<file path="src/rtl/cam_pkg.sv">
// cam_pkg: shared types and defaults for the camera pixel packer.
// FSM encoding, frame geometry defaults and the registered input bundle.
package cam_pkg;

  typedef enum logic [2:0] {
    ST_IDLE       = 3'd0,
    ST_SYNC       = 3'd1,
    ST_WAIT_FRAME = 3'd2,
    ST_CAPTURE    = 3'd3,
    ST_DONE       = 3'd4
  } cam_state_e;

  localparam int H_ACTIVE_DEF = 160;
  localparam int V_ACTIVE_DEF = 120;
  localparam int FB_DEPTH     = H_ACTIVE_DEF * V_ACTIVE_DEF;

  typedef struct packed {
    logic [7:0] data;
    logic       href;
    logic       vsync;
  } cam_in_t;

endpackage

</file>
<file path="src/rtl/cam_rgb_reduce.sv">
// cam_rgb_reduce: combinational RGB565 (hi,lo byte) to RGB332 reduction.
// Ports: hi_i/lo_i sensor byte pair, rgb332_o = {R[4:2], G[5:3], B[4:3]}.
module cam_rgb_reduce (
  input  logic [7:0] hi_i,
  input  logic [7:0] lo_i,
  output logic [7:0] rgb332_o
);

  // hi = RRRRRGGG, lo = GGGBBBBB; only the field MSBs survive.
  assign rgb332_o = {hi_i[7:5], hi_i[2:0], lo_i[4:3]};

  // Dropped colour LSBs are intentionally discarded.
  logic unused_lsbs;
  assign unused_lsbs = ^{hi_i[4:3], lo_i[7:5], lo_i[2:0]};

endmodule

</file>
<file path="src/rtl/cam_pixel_packer.sv">
// cam_pixel_packer: captures RGB565 byte pairs from a camera and writes RGB332.
// In: Pclk, rst, enable, data/href/vsync. Out: pix_data/addr/we, frame_done, overflow, busy.
module cam_pixel_packer
  import cam_pkg::*;
#(
  parameter int H_ACTIVE = H_ACTIVE_DEF,
  parameter int V_ACTIVE = V_ACTIVE_DEF,
  parameter int AW       = 15
) (
  input  logic          Pclk,
  input  logic          rst,
  input  logic          enable,
  input  logic [7:0]    data,
  input  logic          href,
  input  logic          vsync,
  output logic [7:0]    pix_data,
  output logic [AW-1:0] pix_addr,
  output logic          pix_we,
  output logic          frame_done,
  output logic          overflow,
  output logic          busy
);

  localparam int CW = $clog2(H_ACTIVE + 1);
  localparam logic [CW-1:0] H_LIM = CW'(H_ACTIVE);
  localparam logic [AW:0] FB_LIM = (AW + 1)'(H_ACTIVE * V_ACTIVE);

  cam_in_t    in_q;
  logic       vs_prev_q;
  cam_state_e state_q, state_d;
  logic       phase_q, phase_d;
  logic [CW-1:0] col_q, col_d;
  logic [AW:0]   cnt_q, cnt_d;
  logic [7:0]    hi_q, hi_d;
  logic [7:0]    pix_data_q, pix_data_d;
  logic [AW-1:0] pix_addr_q, pix_addr_d;
  logic          pix_we_q, pix_we_d;
  logic          ovf_q, ovf_d;
  logic          done_q, busy_q;

  logic       vs_rise, vs_fall;
  logic       drop;
  logic [7:0] rgb332;

  cam_rgb_reduce u_rgb (
    .hi_i     (hi_q),
    .lo_i     (in_q.data),
    .rgb332_o (rgb332)
  );

  assign vs_rise = in_q.vsync & ~vs_prev_q;
  assign vs_fall = ~in_q.vsync & vs_prev_q;

  // Past the line width or with the buffer full, the pixel is lost.
  assign drop = (col_q >= H_LIM) || (cnt_q >= FB_LIM);

  always_comb begin
    state_d    = state_q;
    phase_d    = phase_q;
    col_d      = col_q;
    cnt_d      = cnt_q;
    hi_d       = hi_q;
    pix_data_d = pix_data_q;
    pix_addr_d = pix_addr_q;
    pix_we_d   = 1'b0;
    ovf_d      = ovf_q;
    unique case (state_q)
      ST_IDLE: begin
        if (enable) state_d = ST_SYNC;
      end
      ST_SYNC: begin
        if (in_q.vsync) state_d = ST_WAIT_FRAME;
      end
      ST_WAIT_FRAME: begin
        if (vs_fall) begin
          state_d    = ST_CAPTURE;
          phase_d    = 1'b0;
          col_d      = '0;
          cnt_d      = '0;
          pix_addr_d = '0;
          ovf_d      = 1'b0;
        end
      end
      ST_CAPTURE: begin
        if (vs_rise) begin
          // Frame end beats a pixel completing in the same cycle.
          state_d = ST_DONE;
          phase_d = 1'b0;
          col_d   = '0;
        end else if (!in_q.href) begin
          // Blanking: an odd trailing byte is forgotten here.
          phase_d = 1'b0;
          col_d   = '0;
        end else if (!phase_q) begin
          hi_d    = in_q.data;
          phase_d = 1'b1;
        end else begin
          phase_d = 1'b0;
          if (col_q < H_LIM) col_d = col_q + 1'b1;
          if (drop) begin
            ovf_d = 1'b1;
          end else begin
            pix_we_d   = 1'b1;
            pix_data_d = rgb332;
            pix_addr_d = cnt_q[AW-1:0];
            cnt_d      = cnt_q + 1'b1;
          end
        end
      end
      ST_DONE: begin
        state_d = enable ? ST_SYNC : ST_IDLE;
      end
      default: begin
        state_d = ST_IDLE;
      end
    endcase
  end

  always_ff @(posedge Pclk) begin
    if (rst) begin
      in_q       <= '0;
      vs_prev_q  <= 1'b0;
      state_q    <= ST_IDLE;
      phase_q    <= 1'b0;
      col_q      <= '0;
      cnt_q      <= '0;
      hi_q       <= '0;
      pix_data_q <= '0;
      pix_addr_q <= '0;
      pix_we_q   <= 1'b0;
      ovf_q      <= 1'b0;
      done_q     <= 1'b0;
      busy_q     <= 1'b0;
    end else begin
      in_q       <= '{data: data, href: href, vsync: vsync};
      vs_prev_q  <= in_q.vsync;
      state_q    <= state_d;
      phase_q    <= phase_d;
      col_q      <= col_d;
      cnt_q      <= cnt_d;
      hi_q       <= hi_d;
      pix_data_q <= pix_data_d;
      pix_addr_q <= pix_addr_d;
      pix_we_q   <= pix_we_d;
      ovf_q      <= ovf_d;
      done_q     <= (state_d == ST_DONE);
      busy_q     <= (state_d == ST_WAIT_FRAME) ||
                    (state_d == ST_CAPTURE);
    end
  end

  assign pix_data   = pix_data_q;
  assign pix_addr   = pix_addr_q;
  assign pix_we     = pix_we_q;
  assign frame_done = done_q;
  assign overflow   = ovf_q;
  assign busy       = busy_q;

endmodule

</file>
<file path="config.mk">
export PLATFORM = sky130hd
export DESIGN_NAME = cam_pixel_packer
export DESIGN_NICKNAME = d
export VERILOG_FILES = /design/src/rtl/cam_pkg.sv /design/src/rtl/cam_rgb_reduce.sv /design/src/rtl/cam_pixel_packer.sv
export SDC_FILE = /design/constraint.sdc
export NUM_CORES = 1
export LEC_CHECK = 0
export ABC_AREA = 1
export BUFFER_PORTS_ARGS = -buffer_cell sky130_fd_sc_hd__clkbuf_2
export CAP_MARGIN = 20
export CELL_PAD_IN_SITES_DETAIL_PLACEMENT = 0
export CELL_PAD_IN_SITES_GLOBAL_PLACEMENT = 1
export CORE_ASPECT_RATIO = 1.4
export CORE_MARGIN = 2
export CORE_UTILIZATION = 41
export CTS_BUF_LIST = sky130_fd_sc_hd__clkbuf_16
export DETAILED_ROUTE_END_ITERATION = 10
export GPL_ROUTABILITY_DRIVEN = 1
export GPL_TIMING_DRIVEN = 0
export MAX_ROUTING_LAYER = met4
export PLACE_DENSITY_LB_ADDON = 0.1
export RECOVER_POWER = 50
export SLEW_MARGIN = 20
export SYNTH_ARGS = -nofsm -noshare
export SYNTH_HDL_FRONTEND = slang
export SYNTH_SLANG_ARGS = --single-unit
</file>
<file path="constraint.sdc">
create_clock -name Pclk -period 2.1 [get_ports Pclk]
set_clock_uncertainty 0.15 [all_clocks]
set_input_delay 0.105 -clock Pclk [delete_from_list [all_inputs] [get_ports Pclk]]
set_output_delay 0.105 -clock Pclk [all_outputs]
set_load 0.01 [all_outputs]
</file>
# Word-level counts from Yosys, hierarchy flattened
# Cells that the tools add are included.
[totals]
out_inout_bits = 27
wordCells = 90
in_bits = 13
regBits = 74
[op_classes]
bitwise = 9
order_cmp = 3
mux = 35
reduce_logical = 11
n_eq_ne = 15
n_addsub = 2
[op_table]
columns = ["operator", "count"]
rows = [
  ["16-bit 2-to-1 mux", 5],
  ["15-bit 2-to-1 mux", 5],
  ["8-bit 2-to-1 mux", 5],
  ["16-bit one-hot mux with 2 select lines", 1],
  ["15-bit one-hot mux with 2 select lines", 1],
  ["16-bit by 1-bit adder with 16-bit output, second input constant", 1],
  ["16-bit by 15-bit >= comparator with 1-bit output, second input constant", 1],
  ["8-bit one-hot mux with 2 select lines", 1],
  ["3-bit one-hot mux with 5 select lines", 1],
  ["3-bit by 2-bit == test with 1-bit output, second input constant", 4],
  ["3-bit 2-to-1 mux", 4],
  ["2-bit inequality test, second input constant", 6],
  ["6-bit AND reduction", 2],
  ["1-bit 2-to-1 mux", 10],
  ["8-bit by 1-bit adder with 8-bit output, second input constant", 1],
  ["8-bit >= comparator, second input constant", 1],
  ["8-bit less-than comparator, second input constant", 1],
  ["4-bit inequality test, second input constant", 2],
  ["4-bit AND reduction", 2],
  ["1-bit NOT", 7],
  ["3-bit == test, second input constant", 2],
  ["5-bit AND reduction", 1],
  ["5-bit OR reduction", 1],
  ["1-bit one-hot mux with 2 select lines", 2],
  ["6 further kinds", 8],
]

# Longest topological paths before layout
[depth]
depth_word = 7
ltp_mapped = 11
mapped_depth_nobuf = 11

# Hierarchy
# A second synthesis with hierarchy kept.
[unflattened]
hier_cells = 431
hier_area_um2 = 3135.5
[by_module_without_submodules]
columns = ["mod", "seq_area_each_um2", "area_per_inst_um2", "n_inst", "cells_per_inst"]
rows = [
  ["cam_pixel_packer", 1481.4, 3075.4, 1, 423],
  ["cam_rgb_reduce", 0.0, 60.1, 1, 8],
]

# Least setup slack after synthesis
# No wires, ideal clock.
[synth_timing]
path_kind = "reg-to-reg"
startpoint = "register vs_prev_q"
endpoint = "register pix_addr_q[10], in the netlist pix_addr[10]"
stages_incl_launch_ff = 11
n_path_buf = 1
period_less_slack_ps = 1486
required_ps = 1838
setup_ps = 112
arrival_time_ps = 1224
slack_ps = 614
path_cell_list = "dfxtp_1 inv_1 nand2_1 nand3_1 nor2_2 nand3_4 nand2_4 inv_4 buf_4 nand2_1 nand2_1"
[synth_between]
elab_chain_cells = 4
elab_cells_between_ends = 6
classes_between = "eq/ne (2); bitwise (3); reduce/logical (1)"
[synth_lines]
columns = ["element", "line", "text"]
rows = [
  ["start: declaration", "cam_pixel_packer.sv:29", "logic vs_prev_q;"],
  ["start signal: assignment", "cam_pixel_packer.sv:136", "vs_prev_q <= in_q.vsync;"],
  ["1-bit NOT", "cam_pixel_packer.sv:51", "assign vs_rise = in_q.vsync & ~vs_prev_q;"],
  ["1-bit AND", "cam_pixel_packer.sv:51", ""],
  ["2-bit inequality test (no source line)", "-", ""],
  ["6-bit AND reduction (no source line) (*)", "-", ""],
  ["end signal: assignment", "cam_pixel_packer.sv:143", "pix_addr_q <= pix_addr_d;"],
  ["end: declaration", "cam_pixel_packer.sv:36", "logic [AW-1:0] pix_addr_q, pix_addr_d;"],
]
# Every way passes the cells marked *; elsewhere a longest branch is shown, timed or not.
# A chain may end at the register's enable or synchronous reset.

# Final worst setup path
[layout_timing]
startpoint = "register state_q[0]"
endpoint = "register state_q[0]"
[layout_between]
elab_chain_cells = 2
elab_cells_between_ends = 10
classes_between = "eq/ne (4); mux (5); reduce/logical (1)"
[layout_lines]
columns = ["element", "line", "text"]
rows = [
  ["start: declaration", "cam_pixel_packer.sv:30", "cam_state_e state_q, state_d;"],
  ["start signal: assignment", "cam_pixel_packer.sv:137", "state_q <= state_d;"],
  ["3-bit == test, or another cell as far along", "cam_pixel_packer.sv:67", "unique case (state_q)"],
  ["3-bit one-hot mux with 5 select lines (*)", "cam_pixel_packer.sv:67", ""],
]
# Marks and branches as above.

==> summary.md <==
| Metric | Value |
|---|---|
| Crit-path max FO | 7 |
| Die area | 0.008098 mm² |
| Number of diodes | 0 |
| Number of CTS-inserted buffers | 9 |
| Crit-path cells | inv_1 -> nand3_2 -> nor2_1 -> inv_1 -> a31oi_1 -> dlygate4sd3_1 |
| Most frequent CP cell | inv_1 |
| Tightest Pin Transition | 0.5020 ns |
| Cell area after synthesis | 0.003028 mm² |
| Post-layout min period | 1.870 ns |
| Post-place setup slack | 0.3072 ns |
| Die Ht | 105.7 µm |
| Worst EP arrival | 2.01 ns |
| Drc violations | 0 |
| Most common cell after layout, fill and taps aside | nand2_1 |
| Routed Wire Length | 6.774 mm |
| Critical Path End Type | flip-flop |
| First-pass GRT wire length | 11.30 mm |
| Critical path's top delay family | buffers and inverters |
| Most frequent cells in the layout | nand2_1, dfxtp_1, nor2_1 |
| Vias | 2639 |
| Io pins | 40 |
| Type of the worst setup path | reg -> reg |
| Vias in the first global route | 2456 |
| Syn_nets | 435 |
| FMAX | 534.7 MHz |
| Unrepaired setup endpoints after global routing | no |
| P&R area growth vs syn | 22.19% |
| ANT nets after route | 0 |
| Synthesized netlist cell count | 418 |
| Drt first pass iters | 5 |
| CP Buf/Inv Count | 3 |
| CTS tree | done |
| Pwr dens | 782.1 mW/mm² |
| Die width | 76.63 µm |
| Endpoints failing hold | 0 |
| Area of the core | 0.007268 mm² |
| Starting Density | 0.4166 |
| CP max stage cell | dlygate4sd3_1 |
| GPL Wtd Cong | 0.7531 |
| Setup_tns | 0 ns |
| Max-cap violations | 0 |
| Max Transition Viols Final | 0 |
| Fin nets | 497 |
| DRT iter0 DRCs | 143 |
| Yosys cell types | 31 |
| HP Class | reg -> reg |
| Root Driver | clkbuf_16 |
| Endpoints failing setup | 0 |
| Vias per cell | 4.534 |
| FP Rows | 37 |
| CP max stage delay | 0.56 ns |
| Initial antenna violation count | 0 |
| Wire per inst | 11.64 µm |
| CP required | 2.24 ns |
| Worst relative slew slack | 0.6653 |
| Clk pin slew, worst setup/hold paths | 0.06 ns |
| Max clock buf depth | 2 |
| DP HPWL | 4.812 mm |
| Status | complete, no violations |
| VDD IR max | 0.4427 mV |
| Synth Warn # | 0 |
| Final Cycle Share | 0.8906 |
| R2R depth | 6 |
| Flip-flop and latch count after synthesis | 72 |
| Clk sink count | 72 |
| Leak Pwr | 1.521 nW |
| Critical Path Stages | 6 |
| Hold Path Depth | 2 |
| Avg Cell Area, Syn | 7.244 µm² |
| GRT Total Usage | 0.1830 |
| Seq/Total Area, Yosys | 0.4760 |
| H-tree levels | 3 |
| Type of origin of the critical path | flip-flop |
| Port Buffers | 38 |
| Clk_lat worst skew | 0.34 ns |
| Worst setup margin | 0.2298 ns |
| Remaining Overflow, GRT | 0 |
| Share of cells above drive strength 1 | 0.1010 |
| Pin count of the biggest net entering global routing | 14 |
kinds of logic (layout without fill, tap and decap cells):
group / after synthesis / in the layout / share of synthesized area
compound gates: 53 / 53 / 0.09793
xor+xnor: 2 / 2 / 0.005786
fa+ha+maj: 4 / 4 / 0.01653
buf+inv: 66 / 133 / 0.08802
flops: 72 / 72 / 0.4760
simple gates: 221 / 221 / 0.3157
layer usage:
metal | wire length, µm | vias to the layer above | GRT usage
li1 | - | 1438 | -
met5 | 0 | - | -
met4 | 153 | 0 | 0.09351
met1 | 3035 | 1136 | 0.2031
met3 | 231 | 14 | 0.04366
met2 | 3355 | 51 | 0.3059
tightest hold or removal path, delay by kind of cell, from the launching register on:
| kind | cells | cell delay, ns |
|---|---|---|
| buffers and inverters | 1 | 0.05 |
| AND/OR/NAND/NOR | 1 | 0.03 |
| flip-flops | 1 | 0.31 |
through the flow:
step                cells  area (µm²)  power [mW]  hold WS [ns]    util
floorplan             418        3028       1.474       0.06197       -
global placement      553        3339       1.503        0.1484  0.4595
detailed placement    553        3339       1.504        0.1508  0.4595
CTS                   582        3742       2.924        0.2806  0.5149
global route          582        3700       3.003        0.3034  0.5090
finish                582        3700       2.894        0.2768  0.5090
worst paths after layout:
path                 to  slack (ns)        from
min reg2reg   cnt_q[15]        0.28   cnt_q[15]
max          state_q[0]        0.23  state_q[0]
min           cnt_q[15]        0.28   cnt_q[15]
max reg2reg  state_q[0]        0.23  state_q[0]
state kept, by name (all words and copies together), names as in the netlist:
name	count
pix_addr	15
phase_q	1
cnt_q	16
pix_we	1
hi_q	6
busy	1
pix_data	8
in_q	10
vs_prev_q	1
overflow	1
state_q	3
col_q	8
frame_done	1
cells in the mapped netlist:
| cell type | instances | area share |
|---|---|---|
| buf_2 | 4 | 0.0066 |
| nand3b_1 | 1 | 0.0025 |
| dfxtp_1 | 72 | 0.48 |
| nand2_2 | 4 | 0.0083 |
| nand3_4 | 1 | 0.0058 |
| o21ai_0 | 15 | 0.025 |
| and2_1 | 1 | 0.0021 |
| a21oi_1 | 30 | 0.050 |
| inv_4 | 1 | 0.0021 |
| buf_4 | 3 | 0.0074 |
| nor3_1 | 6 | 0.0099 |
| and3_1 | 1 | 0.0021 |
| nand4_1 | 4 | 0.0083 |
| clkbuf_1 | 1 | 0.0012 |
| nor2_4 | 1 | 0.0037 |
| nor2_2 | 3 | 0.0062 |
| o22ai_2 | 3 | 0.012 |
| nor2_1 | 64 | 0.079 |
| nor4_1 | 1 | 0.0021 |
| nand3_2 | 2 | 0.0066 |
| inv_1 | 53 | 0.066 |
| nor3b_1 | 1 | 0.0025 |
| nand2_4 | 1 | 0.0037 |
| ha_1 | 4 | 0.017 |
| inv_2 | 2 | 0.0025 |
| nand3_1 | 28 | 0.046 |
| o21ai_2 | 1 | 0.0029 |
| xor2_1 | 2 | 0.0058 |
| nand2_1 | 102 | 0.13 |
| buf_1 | 2 | 0.0025 |
| a31oi_1 | 4 | 0.0083 |
timing repair:
action | CTS | global route
endpoints found under the hold margin | 13 | 0
resized for setup | 0 | 0
buffers inserted | 0 | 0
hold buffers | 13 | 0
area by class of cell:
| class | instances | area [µm²] |
|---|---|---|
| Clock buffer | 9 | 225.2 |
| Tap cell | 97 | 121.4 |
| Buffer | 10 | 52.55 |
| Timing Repair Buffer | 51 | 286.5 |
| Clock inverter | 7 | 47.55 |
| Inverter | 56 | 212.7 |
| Multi-Input combinational cell | 280 | 1313 |
| Fill cell | 780 | 3568 |
| Sequential cell | 72 | 1441 |
power by group:
group          leakage (nW)  switching (mW)  total (mW)  internal (mW)
Clock                 0.132           0.604        1.40          0.797
Sequential            0.583         0.00815        1.39           1.38
Combinational         0.807          0.0579       0.102         0.0440
Total                  1.52           0.670        2.89           2.22
(Power assumes the default switching activity.)
